==> config.mk <==
export PLATFORM = sky130hd
export DESIGN_NAME = wb_bus_arbiter
export DESIGN_NICKNAME = d
export VERILOG_FILES = /design/src/rtl/wb_bus_arbiter.sv
export SDC_FILE = /design/constraint.sdc
export NUM_CORES = 1
export LEC_CHECK = 0
export ABC_AREA = 0
export ABC_CLOCK_PERIOD_IN_PS = 2200
export CAP_MARGIN = 20
export CORE_AREA = 2 2 112 114
export DETAILED_ROUTE_END_ITERATION = 10
export DIE_AREA = 0 0 114 116
export GPL_TIMING_DRIVEN = 0
export PLACE_DENSITY = 0.58
export SLEW_MARGIN = 30
export SYNTH_ARGS = -nofsm -noshare
export SYNTH_HDL_FRONTEND = slang
export SYNTH_SLANG_ARGS = --single-unit
==> constraint.sdc <==
create_clock -name clk -period 2.2 [get_ports clk]
set_clock_uncertainty 0.15 [all_clocks]
set_input_delay 0.33 -clock clk [delete_from_list [all_inputs] [get_ports clk]]
set_output_delay 0.33 -clock clk [all_outputs]
set_load 0.01 [all_outputs]
==> src/rtl/wb_bus_arbiter.sv <==
// Two-master / one-slave Wishbone B4 bus arbiter.
// Master 0 is the instruction fetch path and master 1 is the load/store path.
// A grant lasts for the whole bus cycle, from CYC high to CYC low, including CTI bursts.
// Optional watchdog: define WB_ARB_TIMEOUT_EN to abort cycles that the slave never terminates.
module wb_bus_arbiter #(
  parameter bit RR_EN       = 1'b1,
  parameter int TIMEOUT_CYC = 255
) (
  input  logic        clk,
  input  logic        rst,
  input  logic        m0_CYC,
  input  logic        m0_STB,
  input  logic        m0_WE,
  input  logic [31:0] m0_ADR,
  input  logic [31:0] m0_DAT_O,
  input  logic [2:0]  m0_CTI_O,
  output logic        m0_ACK,
  output logic        m0_ERR,
  output logic        m0_RTY,
  input  logic        m1_CYC,
  input  logic        m1_STB,
  input  logic        m1_WE,
  input  logic [31:0] m1_ADR,
  input  logic [31:0] m1_DAT_O,
  input  logic [2:0]  m1_CTI_O,
  output logic        m1_ACK,
  output logic        m1_ERR,
  output logic        m1_RTY,
  output logic [31:0] m_DAT_I,
  output logic        s_CYC,
  output logic        s_STB,
  output logic        s_WE,
  output logic [31:0] s_ADR,
  output logic [31:0] s_DAT_O,
  output logic [2:0]  s_CTI_O,
  input  logic        s_ACK,
  input  logic        s_ERR,
  input  logic        s_RTY,
  input  logic [31:0] s_DAT_I,
  output logic [1:0]  gnt
);

`ifdef WB_ARB_TIMEOUT_EN
  typedef enum logic [1:0] {IDLE = 2'd0, GNT0 = 2'd1, GNT1 = 2'd2, ABORT = 2'd3} state_t;
`else
  typedef enum logic [1:0] {IDLE = 2'd0, GNT0 = 2'd1, GNT1 = 2'd2} state_t;
`endif

  state_t state, nxt;
  logic   rr_last;
  logic   pick1;

  // Master 1 wins when it is the only requester, or on a round-robin tie after master 0 was last served.
  assign pick1 = m1_CYC & (~m0_CYC | (RR_EN & ~rr_last));

  assign m_DAT_I = s_DAT_I;

`ifdef WB_ARB_TIMEOUT_EN
  localparam logic [15:0] TMO_LIM = 16'(TIMEOUT_CYC);
  logic [15:0] wd_cnt;
  logic        wd_act, s_term, tmo;

  assign s_term = s_ACK | s_ERR | s_RTY;
  assign wd_act = ((state == GNT0) & m0_CYC & m0_STB) | ((state == GNT1) & m1_CYC & m1_STB);
  assign tmo    = wd_act & ~s_term & (wd_cnt == TMO_LIM);

  // Watchdog: count strobed cycles that are waiting for a termination, and clear on any gap or response.
  always_ff @(posedge clk) begin
    if (rst || !wd_act || s_term) wd_cnt <= '0;
    else if (wd_cnt != 16'hFFFF)  wd_cnt <= wd_cnt + 16'd1;
  end
`endif

  // State register and round-robin history, which records the master most recently granted.
  always_ff @(posedge clk) begin
    if (rst) begin
      state   <= IDLE;
      rr_last <= 1'b1;
    end else begin
      state <= nxt;
      if (nxt == GNT0 && state != GNT0)      rr_last <= 1'b0;
      else if (nxt == GNT1 && state != GNT1) rr_last <= 1'b1;
    end
  end

  // Next-state logic: hold the grant while the owner keeps CYC high, and hand off directly on release.
  always_comb begin
    nxt = state;
    case (state)
      IDLE: if (m0_CYC | m1_CYC) nxt = pick1 ? GNT1 : GNT0;
      GNT0: begin
        if (!m0_CYC) nxt = m1_CYC ? GNT1 : IDLE;
`ifdef WB_ARB_TIMEOUT_EN
        else if (tmo) nxt = ABORT;
`endif
      end
      GNT1: begin
        if (!m1_CYC) nxt = m0_CYC ? GNT0 : IDLE;
`ifdef WB_ARB_TIMEOUT_EN
        else if (tmo) nxt = ABORT;
`endif
      end
`ifdef WB_ARB_TIMEOUT_EN
      ABORT: begin
        if (rr_last && !m1_CYC)       nxt = m0_CYC ? GNT0 : IDLE;
        else if (!rr_last && !m0_CYC) nxt = m1_CYC ? GNT1 : IDLE;
      end
`endif
      default: nxt = IDLE;
    endcase
  end

  // Output mux: connect the granted master to the slave, and return terminations to that master only.
  always_comb begin
    s_CYC = 1'b0; s_STB = 1'b0; s_WE = 1'b0;
    s_ADR = '0; s_DAT_O = '0; s_CTI_O = 3'b000;
    m0_ACK = 1'b0; m0_ERR = 1'b0; m0_RTY = 1'b0;
    m1_ACK = 1'b0; m1_ERR = 1'b0; m1_RTY = 1'b0;
    gnt = 2'b00;
    case (state)
      GNT0: begin
        s_CYC = m0_CYC; s_STB = m0_STB; s_WE = m0_WE;
        s_ADR = m0_ADR; s_DAT_O = m0_DAT_O; s_CTI_O = m0_CTI_O;
        m0_ACK = s_ACK; m0_ERR = s_ERR; m0_RTY = s_RTY;
        gnt = 2'b01;
      end
      GNT1: begin
        s_CYC = m1_CYC; s_STB = m1_STB; s_WE = m1_WE;
        s_ADR = m1_ADR; s_DAT_O = m1_DAT_O; s_CTI_O = m1_CTI_O;
        m1_ACK = s_ACK; m1_ERR = s_ERR; m1_RTY = s_RTY;
        gnt = 2'b10;
      end
`ifdef WB_ARB_TIMEOUT_EN
      ABORT: gnt = rr_last ? 2'b10 : 2'b01;
`endif
      default: ;
    endcase
`ifdef WB_ARB_TIMEOUT_EN
    if (tmo) begin
      if (state == GNT0) m0_ERR = 1'b1;
      else               m1_ERR = 1'b1;
    end
`endif
  end

endmodule

# After elaboration in Yosys (flattened, before gate mapping)
# Index checks and enable logic that the tools add are counted.
# totals
regBits	3
elab_cells	39
output_inout_bits	110
input_bits	177
# classes
bitwise	5
eq_ne	6
n_mux	22
reduce_logical	4
# ops
operator	count
$pmux W32 S2	2
$mux W2	5
$mux W1	9
$pmux W1 S2	3
$pmux W2 S3	1
$pmux W3 S2	1
$eq A2 B1 Y1 const B	2
$eq A2 B2 Y1 const B	2
$pmux W2 S2	1
$logic_and A1 B1 Y1	2
$logic_not A2 Y1	1
$ne A2 B1 Y1 const B	1
$ne A2 B2 Y1 const B	1
$not A1 Y1	2
$or A1 B1 Y1	2
$reduce_bool A2 Y1	1
$and A1 B1 Y1	1

# Depth between registers and ports, before layout
# depth
depth_word	10
ltp_mapped	7

# Least setup slack after synthesis
# Ideal clock, no wire load.
# synth_path
path_kind	register to output
startpoint	register state[0]
endpoint	output port s_CYC
required_ns	1.720
path_stages_with_launch	7
path_buffers	2
t_arrival_ns	1.397
path_slack_ns	0.323
path_cell_list	dfxtp_1 > inv_1 > ha_1 > clkbuf_1 > buf_2 > nand2_1 > a21boi_0
# synth_between
elab_chain_len	2
# synth_rtl
item	line	source
start, declared	49	state_t state, nxt;
start signal, assigned	80	state <= nxt;
$eq A2 B2 Y1 / $eq A2 B1 Y1 (equally long branches)	120	case (state)
$pmux W1 S2 (*)	120	
end, declared	30	output logic s_CYC,
# Mark *: on every way between the ends. The rest lies on a longest branch, timed or not.

# Final worst setup path
# layout_path
startpoint	register state[0]
endpoint	output port s_WE
# layout_between
elab_chain_len	2
# layout_rtl
item	line	source
$eq A2 B2 Y1 / $eq A2 B1 Y1 (equally long branches)	120	
$pmux W1 S2 (*)	120	
end, declared	32	output logic s_WE,
# Marks and branches as above.

==> impl_metrics.env <==
export IMPL_status="completed"
export IMPL_htreeDepth=1
export IMPL_numPortBuffers=254
export IMPL_globalRouteOverflowTotal=0
export IMPL_regArea_um2=67.6
export IMPL_peakVddDrop_uv=288
export IMPL_ios=287
export IMPL_core_area_mm2=0.0119
export IMPL_total_power_mw=2.07
export IMPL_layout_drive_gt1_share=0.245
export IMPL_hold_class="flip-flop to flip-flop"
export IMPL_avgSynthCellArea_um2=6.96
export IMPL_timing_fmax_mhz=471
export IMPL_ant_nets=0
export IMPL_dieArea_mm2=0.0132
export IMPL_nFillCells=1223
export IMPL_fin_nets=678
export IMPL_yosys_area_top_type="a22oi_1"
export IMPL_instances_no_fill=641
export IMPL_end_kind="output pin"
export IMPL_root_buffer="clkbuf_16"
export IMPL_area_growth_synth_to_final_pct=190
export IMPL_max_cap_violations=0
export IMPL_fin_crit_sh=0.965
export IMPL_via_per_inst=4.32
export IMPL_ys_warnings_count=0
export IMPL_drc_errors=0
export IMPL_synth_cell_type_count=22
export IMPL_wl_met1_um=3380
export IMPL_wl_met3_um=769
export IMPL_setup_viol=0
export IMPL_clkSinkCount=3
export IMPL_grt_pass1_wl_um=13600
export IMPL_startpoint_type="flip-flop"
export IMPL_clk_insertion_delay_late_ps=230
export IMPL_diodes=0
export IMPL_cts_buffer_depth=2
export IMPL_hold_viol_final=0
export IMPL_grt_max_degree=11
export IMPL_max_slew_margin=0.785
export IMPL_rows=40
export IMPL_required_ps=1720
export IMPL_timing_final_ws_setup_ps=78.0
export IMPL_cts_hold_buf=0
export IMPL_wl_met2_um=5290
export IMPL_num_vias=2772
export IMPL_power_density_mw_per_mm2=438
export IMPL_routed_wl_um=9510
export IMPL_grt_pass1_vias=2706
export IMPL_dieHeight_um=116
export IMPL_route_top_layer_used="met4"
export IMPL_synth_seq_cells=3
export IMPL_initial_core_util=0.137
export IMPL_hpwlAfterDp_um=7670
export IMPL_tightestPinTransition_ps=322
export IMPL_cts_clk_slew_worst_paths_ps=30
export IMPL_worstSetupPathType="flip-flop to output pin"
export IMPL_utilization=0.396
export IMPL_grt_util_all_layers=0.127
export IMPL_yosysSeqAreaShare=0.0369
export IMPL_finalCriticalPeriod_ps=2120
export IMPL_placed_cells=635
export IMPL_drv_slew=0
export IMPL_p_leak_nw=1.71
export IMPL_cp_max_fo=10
export IMPL_die_width_um=114
export IMPL_antenna_found_initial=0
export IMPL_cts_tree="built"
export IMPL_synthTopCellsByArea="a22oi_1 32%, nor2b_1 27%, buf_4 15%"
export IMPL_pre_cts_ws_ps=-579
export IMPL_cp_arrival_ps=1640
export IMPL_gp_congestion=0.825
export IMPL_multi_input_area_mm2=0.00135
export IMPL_syn_nets=417
export IMPL_first_iter_violations=104
export IMPL_dr_pass1_iters=4
export IMPL_numCtsBuffers=3
export IMPL_netlist_instances=234
export IMPL_syn_area_mm2=0.00163
export IMPL_wl_per_cell_um=14.8
export IMPL_synthDominantCellAreaShare=0.323
cell usage after synthesis, drive strengths merged:
master and count:
a22oi 70, buf 46, nor2 4, o31ai 1, a32oi 1, a21o 1, inv 2, a21oi 1
nor2b 70, o41ai 1, nand2 3, o21a 1, nand2b 3, clkbuf 9, o31a 1, mux2 1
ha 6, a21boi 4, dfxtp 3, and2 6
power by group:
part | switching [mW] | leakage (nW) | internal (mW)
registers | 0.0231 | 0.0261 | 0.0711
clock network | 0.0544 | 0.0382 | 0.240
logic | 0.687 | 1.65 | 0.991
cell type report:
class | count | share of cell area
flip-flops and latches | 3 | 0.0143
well taps | 147 | 0.0390
multi-input cells | 174 | 0.286
repair buffers | 256 | 0.533
inverters | 2 | 0.00265
clock buffers | 4 | 0.0167
plain buffers | 55 | 0.108
worst max-delay path, cell delays in order (launching register included):
cell	delay [ps]
dfxtp_4	360
inv_4	90
ha_2	210
buf_12	150
buf_8	140
a22oi_2	80
nor2b_1	140
clkdlybuf4s15_2	240
per-layer routing:
metal  global-route usage  vias to the layer above
met2                0.252                      162
met4               0.0276                        0
met1                0.141                     1276
li1                     -                     1328
met5                    0                        -
met3               0.0225                        6
timing repair:
item                                    CTS  global route
pin swaps                                 0             1
setup buffers                             2             0
gates resized for setup                 239            36
endpoints found under the setup margin   74            72
through the flow:
| step | TNS, ps | hold slack (ps) | area [um2] |
|---|---|---|---|
| floorplan | 0 | 316 | 1630 |
| global placement | -31740 | 356 | 4350 |
| detailed placement | -33400 | 359 | 4350 |
| CTS | -9.04 | 363 | 4700 |
| global route | -5.03 | 395 | 4710 |
| finish | 0 | 371 | 4710 |
kinds of logic (layout without fill, tap and decap cells):
family | Yosys count | in the layout | share of synthesized area
buffers and inverters | 57 | 317 | 0.216
AO/OA/AOI/OAI | 81 | 81 | 0.374
multiplexers | 1 | 1 | 0.00692
AND/OR/NAND/NOR | 86 | 86 | 0.320
adder cells (fa/ha/maj) | 6 | 6 | 0.0461
flip-flops | 3 | 3 | 0.0369
layout by cell type (no fill, tap or decap), drive strengths merged:
master / instances
clkdlybuf4s50: 181
nor2b: 70
a22oi: 70
clkdlybuf4s15: 56
buf: 54
clkbuf: 20
and2: 6
ha: 6
nor2: 4
dlygate4sd2: 4
a21boi: 4
nand2b: 3
nand2: 3
dfxtp: 3
inv: 2
o21a: 1
o31ai: 1
o41ai: 1
a21o: 1
mux2: 1
a32oi: 1
a21oi: 1
o31a: 1
worst paths after layout:
path,startpoint,end,slack [ps],depth (start not counted)
setup / recovery,state[0],s_WE,80,7
hold / removal,rr_last,rr_last,370,2
setup reg to reg,state[1],rr_last,500,8
hold reg to reg,rr_last,rr_last,370,2
flip-flops by register name, summed over array words and instances, names as in the netlist:
signal and cells:
state 2, rr_last 1
Note: power is estimated with default switching activity, not from simulation.
